$ cat config.mk
export PLATFORM = sky130hd
export DESIGN_NAME = fifo_write_arbiter
export DESIGN_NICKNAME = d
export VERILOG_FILES = /design/src/rtl/fifo_arb_pkg.sv /design/src/rtl/rr_priority_picker.sv /design/src/rtl/fifo_write_arbiter.sv
export SDC_FILE = /design/constraint.sdc
export NUM_CORES = 1
export LEC_CHECK = 0
export CAP_MARGIN = 20
export CORE_MARGIN = 5
export CORE_UTILIZATION = 24
export CTS_CLUSTER_DIAMETER = 30
export DETAILED_ROUTE_END_ITERATION = 10
export DONT_BUFFER_PORTS = 1
export SETUP_SLACK_MARGIN = 0.4
export SKIP_CTS_REPAIR_TIMING = 1
export SYNTH_ARGS = -nofsm -noshare
export SYNTH_HDL_FRONTEND = slang
export SYNTH_SLANG_ARGS = --single-unit
export TNS_END_PERCENT = 20
$ cat constraint.sdc
create_clock -name ACLK -period 2.8 [get_ports ACLK]
set_clock_uncertainty 0.15 [all_clocks]
set_input_delay 0.28 -clock ACLK [delete_from_list [all_inputs] [get_ports ACLK]]
set_output_delay 0.28 -clock ACLK [all_outputs]
set_load 0.02 [all_outputs]
$ cat src/rtl/fifo_arb_pkg.sv
// Shared types and helpers for the FIFO write arbiter: the FSM state encoding
// and the grant-index width function.
package fifo_arb_pkg;

  typedef enum logic {
    IDLE   = 1'b0,
    LOCKED = 1'b1
  } arb_state_e;

  // Grant index width, never narrower than one bit.
  function automatic int idw(input int n);
    return (n <= 2) ? 1 : $clog2(n);
  endfunction

endpackage

$ cat src/rtl/rr_priority_picker.sv
// Combinational round-robin picker: picks the first asserted request searching
// upward from one past the previous winner, wrapping at NUM_REQ.
module rr_priority_picker
  import fifo_arb_pkg::*;
#(
  parameter  int NUM_REQ = 4,
  localparam int IDW     = idw(NUM_REQ)
) (
  input  logic [NUM_REQ-1:0] i_req,
  input  logic [IDW-1:0]     i_last,
  output logic [IDW-1:0]     o_winner,
  output logic               o_any
);

  int             w_idx;
  logic [IDW-1:0] w_sel;
  logic           w_found;

  always_comb begin
    o_winner = '0;
    o_any    = |i_req;
    w_found  = 1'b0;
    w_idx    = 0;
    w_sel    = '0;
    for (int k = 1; k <= NUM_REQ; k++) begin
      w_idx = int'(i_last) + k;
      if (w_idx >= NUM_REQ) w_idx = w_idx - NUM_REQ;
      w_sel = IDW'(w_idx);
      if (!w_found && i_req[w_sel]) begin
        w_found  = 1'b1;
        o_winner = w_sel;
      end
    end
  end

endmodule

$ cat src/rtl/fifo_write_arbiter.sv
// Round-robin arbiter granting whole bursts onto one shared FIFO write port.
// Define FIFO_ARB_TAG_EN to prepend the grant index to every FIFO word.
module fifo_write_arbiter
  import fifo_arb_pkg::*;
#(
  parameter  int NUM_REQ    = 4,
  parameter  int DATA_WIDTH = 8,
  localparam int IDW        = idw(NUM_REQ),
`ifdef FIFO_ARB_TAG_EN
  localparam int FW         = DATA_WIDTH + IDW
`else
  localparam int FW         = DATA_WIDTH
`endif
) (
  input  logic                          ACLK,
  input  logic                          ARESET_N,
  input  logic [NUM_REQ-1:0]            REQ_VALID,
  input  logic [NUM_REQ-1:0]            REQ_LAST,
  input  logic [NUM_REQ*DATA_WIDTH-1:0] REQ_DATA,
  output logic [NUM_REQ-1:0]            REQ_READY,
  input  logic                          FIFO_FULL,
  output logic                          FIFO_WR_EN,
  output logic [FW-1:0]                 FIFO_DATA_IN,
  output logic [IDW-1:0]                GRANT_ID,
  output logic                          BUSY
);

  arb_state_e            r_state;
  logic [IDW-1:0]        r_grant_id;
  logic [IDW-1:0]        r_last_winner;
  logic                  r_busy;

  logic [IDW-1:0]        w_winner;
  logic                  w_any;
  logic                  w_locked;
  logic                  w_sel_valid;
  logic                  w_sel_last;
  logic                  w_accept;
  logic [DATA_WIDTH-1:0] w_payload;

  rr_priority_picker #(
    .NUM_REQ (NUM_REQ)
  ) u_picker (
    .i_req    (REQ_VALID),
    .i_last   (r_last_winner),
    .o_winner (w_winner),
    .o_any    (w_any)
  );

  assign w_locked = (r_state == LOCKED);

  // Select the granted requester's valid/last/payload with a one-hot compare.
  always_comb begin
    w_sel_valid = 1'b0;
    w_sel_last  = 1'b0;
    w_payload   = '0;
    REQ_READY   = '0;
    for (int i = 0; i < NUM_REQ; i++) begin
      if (r_grant_id == IDW'(i)) begin
        w_sel_valid  = REQ_VALID[i];
        w_sel_last   = REQ_LAST[i];
        w_payload    = REQ_DATA[i*DATA_WIDTH +: DATA_WIDTH];
        REQ_READY[i] = w_locked && !FIFO_FULL;
      end
    end
  end

  assign w_accept   = w_locked && w_sel_valid && !FIFO_FULL;
  assign FIFO_WR_EN = w_accept;
  assign GRANT_ID   = r_grant_id;
  assign BUSY       = r_busy;

`ifdef FIFO_ARB_TAG_EN
  assign FIFO_DATA_IN = {r_grant_id, w_payload};
`else
  assign FIFO_DATA_IN = w_payload;
`endif

  always_ff @(posedge ACLK or negedge ARESET_N) begin
    if (!ARESET_N) begin
      r_state       <= IDLE;
      r_busy        <= 1'b0;
      r_grant_id    <= '0;
      r_last_winner <= IDW'(NUM_REQ - 1);
    end else begin
      case (r_state)
        IDLE: begin
          if (w_any) begin
            r_state    <= LOCKED;
            r_busy     <= 1'b1;
            r_grant_id <= w_winner;
          end
        end
        LOCKED: begin
          // Grant is released only by an accepted last beat.
          if (w_accept && w_sel_last) begin
            r_state       <= IDLE;
            r_busy        <= 1'b0;
            r_last_winner <= r_grant_id;
          end
        end
        default: begin
          r_state <= IDLE;
          r_busy  <= 1'b0;
        end
      endcase
    end
  end

endmodule

[After elaboration in Yosys (flattened, before gate mapping)]
Cells that the tools add are included.
Word-level totals
  bits of input ports: 43
  word-level logic and storage cells: 83
  output and inout bits: 16
  bits in registers: 6
Operators by class
  multiplexer cells: 41
  reduce and logical (&&, ||, !) cells: 16
  add/subtract/negate cells: 8
  eq/ne operators: 5
  bitwise gates (word level): 1
  $lt $le $gt $ge: 8
Operators with widths (number)
  $mux W8: 4
  $mux W1: 23
  $mux W2: 8
  $lt A2 B3 Y1 const B: 4
  $ge A3 B3 Y1 const B: 3
  $bmux W1 S2: 4
  $sub A2 B1 Y2 const B: 4
  $logic_and A1 B1 Y1: 7
  $add A2 B2 Y3 const B: 2
  $reduce_and A2 Y1: 3
  $add A2 B3 Y4 const B: 1
  $eq A2 B2 Y1 const B: 2
  $ge A4 B3 Y1 const B: 1
  $logic_not A1 Y1: 4
  $ne A2 B1 Y1 const B: 2
  $pmux W1 S2: 2
  $reduce_or A4 Y1: 1
  $add A2 B1 Y3 const B: 1
  $eq A2 B1 Y1 const B: 1
  $logic_not A2 Y1: 1
  $not A1 Y1: 1

[Logic depth before layout (Yosys ltp)]
Gate-level depths: netlist of the first run.
  word-level depth: 15
  mapped depth: 5
  gate-level depth less buffers: 4

[Cells and area by module]
Synthesis of the first run repeated with hierarchy kept, for this count alone.
Second synthesis, totals
  cell total of the unflattened synthesis: 61
  area, all modules: 641.9 µm²
By module, submodules not included
  fifo_write_arbiter: seq. area each 152.6 µm², area an instance 560.5 µm², cells each 47, instances 1
  rr_priority_picker: seq. area each 0.0 µm², area an instance 81.3 µm², cells each 14, instances 1

[Least setup slack after synthesis of the first run]
Ideal clock, no wire load.
  kind: flip-flop to output port
  start: register r_grant_id[0] (netlist: GRANT_ID[0])
  end: output port FIFO_WR_EN
  slack: 0.845 ns
  arrival time: 1.525 ns
  buffers on the path: 2
  cell stages (with the launch flop): 5
  data required time: 2.370 ns
  cell sequence: dfrtp_1 -> buf_2 -> buf_2 -> nor2_1 -> a211oi_1
Between the ends
  longest elaborated chain between the ends: 7
  elaborated cells between the ends (all ways): 10
  classes of those cells: eq/ne (3); mux (4); reduce/logical (3)
Ends and longest elaborated chain
  start, declared: RTL line fifo_write_arbiter.sv:29  | logic [IDW-1:0] r_grant_id;
  start signal, assigned: RTL line fifo_write_arbiter.sv:91  | r_grant_id <= w_winner;
  $logic_not A2 Y1: RTL line fifo_write_arbiter.sv:59  | if (r_grant_id == IDW'(i)) begin
  $mux W1 (3 in series): RTL line fifo_write_arbiter.sv:59
  $mux W1 *: RTL line fifo_write_arbiter.sv:59
  $logic_and A1 B1 Y1 * (2 in series): RTL line fifo_write_arbiter.sv:68  | assign w_accept = w_locked && w_sel_valid && !FIFO_FULL;
  end, declared: RTL line fifo_write_arbiter.sv:22  | output logic FIFO_WR_EN,
Mark *: on every way between the ends. The rest lies on a longest branch, timed or not.

[Worst setup path after layout of the first run]
  start: register r_grant_id[1] (netlist: GRANT_ID[1])
  end: output port FIFO_WR_EN
The elaborated chain is that of the path after synthesis.

==> impl_metrics.json, run 1 <==
{
  "outcome": "finished, final reports clean",
  "via_count": 525,
  "clock-sinks": 6,
  "synth_sequential_area_ratio": 0.242,
  "weighted_congestion_reported_at_the_end_of_routability_driven_placement": 0.833,
  "grt_resource_usage_total": 0.0868,
  "netlist-cell-type-count": 28,
  "route.detailed.wl_per_inst_um": 19.0,
  "power_leakage_nw": 0.271,
  "placement.setup.worst_slack_ns": 0.734,
  "setup.worst_path.start_class": "register",
  "postRouteAntennaNets": 0,
  "cp.required_ns": 2.37,
  "final_critical_path_setup_slack_ns": 0.667,
  "synth_top_area_frac": 0.286,
  "comb_power_share": 0.548,
  "clock_latency_ns": 0.24,
  "finalHoldViolCount": 0,
  "io_pins": 59,
  "antennaDiodeCount": 0,
  "cp-end-kind": "output pin",
  "globalRoute.totalOverflow": 0,
  "detail_route.first_pass.iterations": 4,
  "grt_start_max_net_pins": 17,
  "fp.coreArea_um2": 2500,
  "tritoncts.num_buffers": 3,
  "rsz_0062_raised_after_global_routing": "false",
  "tritoncts": "yes",
  "die-area_um2": 3750,
  "crit_arrival_ns": 1.70,
  "layout-drive-gt1-share": 0.377,
  "post_drt_via_cell_ratio": 5.77,
  "cp_slowest_stage_delay_ns": 0.69,
  "synth_nets": 100,
  "internal_power_uw": 398,
  "initialDrtViolationCount": 7,
  "post-route-period-util": 0.762,
  "num-nets-final": 105,
  "detailed_place.area_um2": 664,
  "power_frac_clock": 0.110,
  "synthesis_to_layout_area_growth_pct": 11.3,
  "initial_core_utilization": 0.252,
  "clock-root-buffer": "sky130_fd_sc_hd__clkbuf_4",
  "synth.yosys.warnings": 0,
  "maxClockFrequency_mhz": 469,
  "worst_hold_path.num_cells": 2,
  "drcViolationCount": 0,
  "path_max_fanout": 10,
  "worst-slew-pin-transition_ns": 0.721,
  "design_area_um2": 702,
  "ir_worst_vdd_uv": 594,
  "critical_path_class": "reg2out",
  "final-setup-viol-count": 0,
  "global_route_wire_length_before_repair_mm": 2.38,
  "critical_path_cell_count": 4,
  "worstPathCellList": "mux2_2 -> nor2_1 -> a211oi_1 -> buf_4",
  "grt_pass1_vias": 534,
  "cts.reportedPaths.clkPinSlew_ns": 0.05,
  "finalWirelength_mm": 1.73,
  "buffer_ports.inserted": 0,
  "syn_area_per_cell_um2": 11.1,
  "hold_path_class": "in2reg",
  "slew_violations": 0,
  "grt_antenna_before_repair": 0,
  "cap_violations": 0,
  "power.density_nw_per_um2": 1100,
  "critical_path_buf_inv_count": 1,
  "crit_path_leading_delay_family": "flip-flops",
  "ys_ff_latch": 6,
  "cells_taking_the_most_area_after_synthesis": "sky130_fd_sc_hd__mux4_2 29%, sky130_fd_sc_hd__dfrtp_1 16%, sky130_fd_sc_hd__dfstp_2 8.3%, sky130_fd_sc_hd__mux2i_1 4.8%, sky130_fd_sc_hd__mux2_4 4.8%",
  "yosysTopAreaCell": "sky130_fd_sc_hd__mux4_2",
  "worst-r2r-cell-count": 4,
  "final_core_util": 0.281,
  "die_h_um": 61.3,
  "seq_power_share": 0.342,
  "finalWorstPathRequiredPeriod_ns": 2.13,
  "synth.cell_area_um2": 631,
  "finalPower_uw": 775,
  "placementRows": 18,
  "crit_slowest_cell": "sky130_fd_sc_hd__dfrtp_1",
  "p_sw_frac": 0.486,
  "chipWidth_um": 61.3,
  "netlist_instances": 57,
  "cts.path.max_buffers": 2,
  "dpl.hpwl_mm": 1.50,
  "power_switching_uw": 377,
  "max_h_tree_level": 1,
  "timing.setup.tns_ns": 0,
  "maxSlewHeadroom": 0.515
}
==> path summary, 6_finish.rpt <==
path | from | endpoint | slack (ns)
min | REQ_VALID[2] | r_state | 0.08
max | GRANT_ID[1] | FIFO_WR_EN | 0.67
max reg2reg | GRANT_ID[1] | r_last_winner[1] | 0.91
min reg2reg | r_last_winner[0] | r_last_winner[0] | 0.38
max in group asynchronous | ARESET_N | r_last_winner[0] | 2.03
min in group asynchronous | ARESET_N | r_state | 0.20
==> cell families after synthesis <==
group	after synthesis	synth area share
compound gates	13	0.151
mux	14	0.399
buf+inv	8	0.0655
simple gates	16	0.143
flops	6	0.242
==> layer usage <==
metal,global-route usage,part of all wire,routed length [um]
met4,0.0186,0,0
met3,0.0524,0.20,350
met1,0.0843,0.32,549
met5,0,0,0
met2,0.157,0.48,829
==> per-stage QoR <==
| step | std cells | hold slack [ns] |
|---|---|---|
| 2_1_floorplan | 57 | -0.166 |
| 3_3_place_gp | 86 | -0.165 |
| 3_5_place_dp | 86 | -0.165 |
| 4_1_cts | 90 | -0.426 |
| 5_1_grt | 91 | 0.0829 |
| 6_report | 91 | 0.0784 |
==> layout by cell type, fill, tap and decap left out, types with 2 or more instances in the layout <==
cell type	count
sky130_fd_sc_hd__mux2_4	2
sky130_fd_sc_hd__dfrtp_1	3
sky130_fd_sc_hd__o21ai_0	2
sky130_fd_sc_hd__a21oi_1	2
sky130_fd_sc_hd__dfstp_2	2
sky130_fd_sc_hd__nor2_1	6
sky130_fd_sc_hd__inv_1	4
sky130_fd_sc_hd__mux2i_1	3
sky130_fd_sc_hd__a21o_1	2
sky130_fd_sc_hd__buf_4	3
sky130_fd_sc_hd__mux4_2	8
sky130_fd_sc_hd__nor3_1	2
sky130_fd_sc_hd__clkbuf_4	3
sky130_fd_sc_hd__nand2b_1	2
==> registers in the layout, summed over array words and instances, names as in the netlist <==
signal and cells:
BUSY 1, GRANT_ID 2, r_last_winner 2, r_state 1
==> cells in the mapped netlist <==
cell / n
sky130_fd_sc_hd__mux4_2: 8
sky130_fd_sc_hd__nor2_1: 6
sky130_fd_sc_hd__dfrtp_1: 4
sky130_fd_sc_hd__inv_1: 4
sky130_fd_sc_hd__buf_2: 3
sky130_fd_sc_hd__mux2i_1: 3
sky130_fd_sc_hd__a21o_1: 2
sky130_fd_sc_hd__a21oi_1: 2
sky130_fd_sc_hd__dfstp_2: 2
sky130_fd_sc_hd__mux2_4: 2
sky130_fd_sc_hd__nand2b_1: 2
sky130_fd_sc_hd__nor3_1: 2
sky130_fd_sc_hd__o21ai_0: 2
sky130_fd_sc_hd__a211o_1: 1
sky130_fd_sc_hd__a211oi_1: 1
sky130_fd_sc_hd__a21boi_1: 1
sky130_fd_sc_hd__a31oi_1: 1
sky130_fd_sc_hd__a31oi_2: 1
sky130_fd_sc_hd__buf_6: 1
sky130_fd_sc_hd__mux2_2: 1
sky130_fd_sc_hd__nand2_1: 1
sky130_fd_sc_hd__nand3_1: 1
sky130_fd_sc_hd__nand3b_1: 1
sky130_fd_sc_hd__nor3_2: 1
sky130_fd_sc_hd__nor4_2: 1
sky130_fd_sc_hd__o22ai_1: 1
sky130_fd_sc_hd__o41a_1: 1
sky130_fd_sc_hd__or2_0: 1
==> power by group through the flow <==
stage / registers, mW / logic, mW / clock network, mW
4_1_cts: 0.267 / 0.430 / 0.0872
6_report: 0.265 / 0.425 / 0.0850
3_5_place_dp: 0.268 / 0.431 / 0
3_3_place_gp: 0.267 / 0.421 / 0
5_1_grt: 0.283 / 0.457 / 0.0971
2_1_floorplan: 0.195 / 0.445 / 0
==> layout make-up <==
class	count	area, um2
Timing Repair Buffer	4	32.5
Sequential cell	6	154
Inverter	4	15.0
Clock buffer	4	26.3
Tap cell	30	37.5
Multi-Input combinational cell	43	437
Fill cell	255	1800
==> worst reg2reg max path, cell delays in order (launching register included) <==
cell                      delay, ns
sky130_fd_sc_hd__dfrtp_1       0.69
sky130_fd_sc_hd__mux2i_1       0.32
sky130_fd_sc_hd__nor3_2        0.09
sky130_fd_sc_hd__a31oi_2       0.24
sky130_fd_sc_hd__mux2_4        0.32
Note: power is estimated with default switching activity, not from simulation.
==> run 2, diff against run 1 <==
Clock period 2.8 ns to 1.99 ns, I/O delays scaled along.
==> run 2 against run 1 <==
Against the previous run: total power up 71%; register-to-register slack worse by 0.68 ns; cell count up 13%; largest power group unchanged; critical endpoint is now r_last_winner[1]; worst setup slack worse by 0.44 ns.
==> impl_metrics.json, run 2 (same netlist as run 1, synthesis figures left out) <==
{
  "final_common_cell": "sky130_fd_sc_hd__buf_4",
  "layout-drive-gt1-share": 0.562,
  "fp.coreArea_um2": 2500,
  "outcome": "finished, final reports clean",
  "path_max_fanout": 5,
  "grtUsageMet1": 0.104,
  "max_h_tree_level": 1,
  "num-nets-final": 117,
  "rsz_0062_raised_after_global_routing": "true",
  "finalHoldViolCount": 0,
  "worstPathCellList": "buf_4 -> buf_4 -> mux2i_2 -> nor3_2 -> a31oi_2 -> mux2_4",
  "comb_power_share": 0.679,
  "cts.path.max_buffers": 2,
  "crit_arrival_ns": 1.78,
  "placementRows": 18,
  "tritoncts": "yes",
  "finalPower_mw": 1.33,
  "slew_violations": 0,
  "ir_worst_vdd_uv": 616,
  "hold_path_class": "in2reg",
  "worst-r2r-cell-count": 6,
  "finalWorstPathRequiredPeriod_ns": 1.76,
  "cp_slowest_stage_delay_ns": 0.43,
  "most_frequent_cells_in_the_layout": "13 x sky130_fd_sc_hd__buf_4, 8 x sky130_fd_sc_hd__mux4_2, 4 x sky130_fd_sc_hd__inv_1, 4 x sky130_fd_sc_hd__nor2_1, 3 x sky130_fd_sc_hd__clkbuf_4",
  "buffer_ports.inserted": 0,
  "global_route.usage.met3": 0.0440,
  "weighted_congestion_reported_at_the_end_of_routability_driven_placement": 0.842,
  "die_h_um": 61.3,
  "cap_violations": 0,
  "power_frac_clock": 0.099,
  "route.detailed.wl_per_inst_um": 18.9,
  "power_leakage_nw": 0.335,
  "p_sw_frac": 0.450,
  "antennaDiodeCount": 0,
  "final-setup-viol-count": 0,
  "global_route_wire_length_before_repair_mm": 2.76,
  "power_switching_uw": 598,
  "clock-sinks": 6,
  "initialDrtViolationCount": 19,
  "detailed_place.area_um2": 698,
  "maxClockFrequency_mhz": 568,
  "placed_cells": 89,
  "post-route-period-util": 0.884,
  "die-area_um2": 3750,
  "grt_resource_usage_total": 0.104,
  "final_core_util": 0.332,
  "maxSlewHeadroom": 0.754,
  "finish.cell_count_without_fillers": 103,
  "tritoncts.num_buffers": 3,
  "clock_latency_ns": 0.26,
  "busiest_layer_in_global_routing": "met2",
  "seq_power_share": 0.222,
  "globalRoute.totalOverflow": 0,
  "cts.reportedPaths.clkPinSlew_ns": 0.06,
  "grt_start_max_net_pins": 17,
  "dpl.hpwl_mm": 1.55,
  "crit_path_leading_delay_family": "multiplexers",
  "synthesis_to_layout_area_growth_pct": 31.7,
  "critical_path_class": "reg2reg",
  "power.density_nw_per_um2": 1600,
  "postRouteAntennaNets": 0,
  "cp.required_ns": 2.02,
  "finalWirelength_mm": 1.95,
  "grt_antenna_before_repair": 0,
  "post_drt_via_cell_ratio": 5.52,
  "timing.setup.tns_ns": 0,
  "drcViolationCount": 0,
  "routing_usage_on_met2": 0.181,
  "chipWidth_um": 61.3,
  "via_count": 569,
  "detail_route.first_pass.iterations": 4,
  "timing.critical_path.mode_cell": "sky130_fd_sc_hd__buf_4",
  "critical_path_cell_count": 6,
  "clock-root-buffer": "sky130_fd_sc_hd__clkbuf_4",
  "r2r_setup_slack_ns": 0.23,
  "worst-slew-pin-transition_ns": 0.366,
  "initial_core_utilization": 0.252,
  "crit_slowest_cell": "sky130_fd_sc_hd__dfrtp_2",
  "worst_hold_path.num_cells": 2,
  "design_area_um2": 831,
  "internal_power_uw": 730,
  "critical_path_buf_inv_count": 2,
  "io_pins": 59,
  "cp-end-kind": "register",
  "grt_pass1_vias": 609,
  "setup.worst_path.start_class": "register"
}
## run 2: path summary, 6_finish.rpt
kind,start,to
max in group asynchronous,ARESET_N,r_last_winner[1]
max reg2reg,GRANT_ID[1],r_last_winner[1]
min reg2reg,r_last_winner[0],r_last_winner[0]
min,REQ_VALID[2],r_state
max,GRANT_ID[1],r_last_winner[1]
min in group asynchronous,ARESET_N,GRANT_ID[0]
## run 2: worst reg2reg max path: stages (launching register included)
cell and delay, ns:
sky130_fd_sc_hd__dfrtp_2 0.43, sky130_fd_sc_hd__buf_4 0.15, sky130_fd_sc_hd__buf_4 0.14, sky130_fd_sc_hd__mux2i_2 0.18
sky130_fd_sc_hd__nor3_2 0.08, sky130_fd_sc_hd__a31oi_2 0.22, sky130_fd_sc_hd__mux2_4 0.32
## run 2: per-layer routing
layer / share of wire / vias up
met1: 0.31 / 265
met2: 0.50 / 44
li1: - / 255
met3: 0.16 / 5
met5: 0 / -
met4: 0.028 / 0
## run 2: power by group through the flow
| stage | combinational [mW] | clock, mW | sequential [mW] |
|---|---|---|---|
| floorplan | 0.649 | 0 | 0.277 |
| global placement | 0.664 | 0 | 0.352 |
| detailed placement | 0.673 | 0 | 0.356 |
| CTS | 0.675 | 0.136 | 0.354 |
| global route | 0.964 | 0.149 | 0.302 |
| finish | 0.902 | 0.132 | 0.294 |
## run 2: metrics by stage
step	setup WS (ns)	hold WS, ns
2_1_floorplan	0.288	-0.247
3_3_place_gp	0.315	-0.246
3_5_place_dp	0.230	-0.246
4_1_cts	0.0485	-0.532
5_1_grt	0.183	0.00874
6_report	0.231	0.00827
## run 2: layout make-up
class | count | area (um2)
multi-input cells | 43 | 455
well taps | 30 | 37.5
repair buffers | 16 | 139
clock buffers | 4 | 26.3
inverters | 4 | 15.0
flip-flops and latches | 6 | 158
fillers | 241 | 1670
==> edit (flow settings as in run 2) <==
`NUM_REQ` is set to 4 in 2 places; all go to 8.
--- a/src/rtl/rr_priority_picker.sv
+++ b/src/rtl/rr_priority_picker.sv
@@ -5,3 +5,3 @@
 #(
-  parameter  int NUM_REQ = 4,
+  parameter  int NUM_REQ = 8,
   localparam int IDW     = idw(NUM_REQ)
--- a/src/rtl/fifo_write_arbiter.sv
+++ b/src/rtl/fifo_write_arbiter.sv
@@ -5,3 +5,3 @@
 #(
-  parameter  int NUM_REQ    = 4,
+  parameter  int NUM_REQ    = 8,
   parameter  int DATA_WIDTH = 8,
Interface: changed (5 resized); port bits go from 59 to 104. The function was not compared with the original's and may differ.
==> edit against run 2 <==
- the run now ends with negative setup slack left
- non-clock buffer count rose by 52
- final area rose to 3.4 times the old value
- synthesized area rose to 3.3 times the old value
- worst setup slack got worse by 0.75 ns
- total power rose to 4.8 times the old value
- cell count rose to 4.0 times the old value
- first-iteration DRC count rose to 12 times the old value
- largest cell class unchanged
- largest power group unchanged
- critical path depth rose by 2
- synthesized cell count rose to 4.4 times the old value
- wire length rose to 3.9 times the old value
- sequential cell count rose by 2
==> edit: results (changes against run 2) <==
Pwr
  – Peak supply drop: 0.5792 mV (-5.9%)
  – LEAKAGE: 1.146 nW (+240%)
  – Switching Fraction: 0.4855 (+0.03498)

CTS
  – CTS Buffer Depth: 2 (unchanged)
  – CTS root buf: clkbuf_8
  – CTS Buf Count: 3 (unchanged)
  – Reg clk slew, reported paths: 0.05 ns
  – H-Tree Level Count: 1 (unchanged)
  – Worst-Skew Late Latency: 0.23 ns (-0.03 ns)

Setup path
  – Reg2Reg Depth: 8 (+2)
  – RR Endpoint: GRANT_ID[0]
  – CP arrival: 2.51 ns (+0.73 ns)
  – Worst r2r src: r_last_winner[0]
  – CP Max Fanout: 8 (+3)

Finish
  – Ant diodes: 0 (unchanged)
  – # nets final: 385 (+230%)
  – Share of post-route cells with drive strength above 1: 0.4649 (-0.09676)

STA
  – Final WS setup: -0.5199 ns (-0.7508 ns)
  – Setup TNS: -3.925 ns (-3.925 ns)
  – Hold Violations, Final: 0 (unchanged)
  – Final setup viols: 16 (+16)
  – Worst-margin pin slew: 0.4015 ns (+0.03564 ns)

Placed design
  – Post-DP HPWL: 6177 um (+300%)
  – Port buffer count: 0 (unchanged)
  – Placer congestion estimate: 0.9799 (+16%)
  – Placed Area: 2673 um^2 (+280%)

Global routing
  – Total track usage: 0.1313 (+0.02686)
  – Initial antenna violation count: 1 (+1)
  – Pin count of the biggest net entering global routing: 29 (+12)
  – First-pass GRT wire length: 11,790 um (+330%)

Worst hold path
  – Hold Crit Class: in -> reg
  – Worst Hold Launch: REQ_VALID[6]
  – Hold Path Sink: r_state
  – Hold Path Stages: 3 (+1)

Logic synthesis
  – YS warnings: 0 (unchanged)
  – Mapped Nets: 334 (+230%)
  – Synth async-reset ratio: 1.000 (unchanged)
  – Yosys cell types: 65 (+130%)
  – Synth top cells by count: nor2_1 (27), nand2_1 (24), mux2_2 (18), mux2i_1 (18), a21oi_1 (15)
  – Top cells by area, synth: mux4_2 (11%), mux2_2 (9.6%), mux2i_1 (8.6%), dfrtp_1 (6.0%), nor2_1 (4.8%)
  – Register area share after synthesis: 0.09708 (-0.1450)
  – Main flop type after synthesis: dfrtp_1

Routing
  – Routed via count: 2,240 (+290%)
  – Drt initial violations: 225 (+206)
  – Drt pass-1 iters: 4 (unchanged)
  – WL/cell: 18.70 um (-1.1%)

Job
  – Max cap viols: 0 (unchanged)

Outcome
  – Outcome: finished, violations left
  – Failing checks: negative setup slack
## edit: worst max-delay path: stages, from the launching register on
cell and delay (ns):
dfstp_2 0.57, buf_6 0.17, buf_4 0.18, mux2i_2 0.25, a21oi_1 0.12, o22a_2 0.24
nor4b_4 0.40, a21oi_1 0.14, a211oi_2 0.20
## edit: worst max-delay path by stage
stage,startpoint,endpoint,slack (ns)
after floorplan,r_last_winner[0],GRANT_ID[0],-0.69
after global placement,r_last_winner[0],GRANT_ID[0],-0.61
after detailed placement,r_last_winner[0],GRANT_ID[0],-0.66
after CTS,r_last_winner[0],GRANT_ID[0],-0.67
after global routing,r_last_winner[0],GRANT_ID[0],-0.63
final,r_last_winner[0],GRANT_ID[0],-0.52
## edit: cell type report
class                      instances  area, um^2
clock buffer                       4       45.04
fill                             900        5773
inverter                           7       32.53
multi-input combinational        212        1887
sequential                         8       206.4
tap                              108       135.1
timing repair buffer              68       556.8
## edit: per-layer routing
metal	vias up	track usage	wire length, um
met4	2	0.02624	137
met3	16	0.04664	664
met5	-	0	11
met1	1066	0.1662	3017
li1	1058	-	-
met2	98	0.2154	3780
## edit: cells by family (layout without fill, tap and decap cells)
family / count (synthesis) / after routing / synth area share
simple gates: 85 / 85 / 0.2025
compound gates: 70 / 70 / 0.2633
mux: 51 / 51 / 0.3395
buf+inv: 29 / 79 / 0.06194
flops: 8 / 8 / 0.09708
xor+xnor: 4 / 4 / 0.02383
fa+ha+maj: 2 / 2 / 0.01191
## edit: power groups by stage
stage	logic, mW	clock network, mW	registers, mW
detailed placement	5.34	0	0.430
CTS	5.35	0.213	0.430
finish	5.73	0.211	0.439
global route	6.11	0.225	0.459
global placement	5.27	0	0.428
floorplan	3.79	0	0.376
## edit: stage by stage
stage          hold WS, ns    util  setup slack, ns  total power, mW  instances
2_1_floorplan      -0.2466       -          -0.6891            4.162        249
3_3_place_gp       -0.2460  0.3095          -0.6095            5.694        398
3_5_place_dp       -0.2460  0.3095          -0.6639            5.768        398
4_1_cts            -0.4929  0.3147          -0.6707            5.998        402
5_1_grt            0.08248  0.3315          -0.6293            6.796        407
6_report           0.04283  0.3315          -0.5199            6.380        407
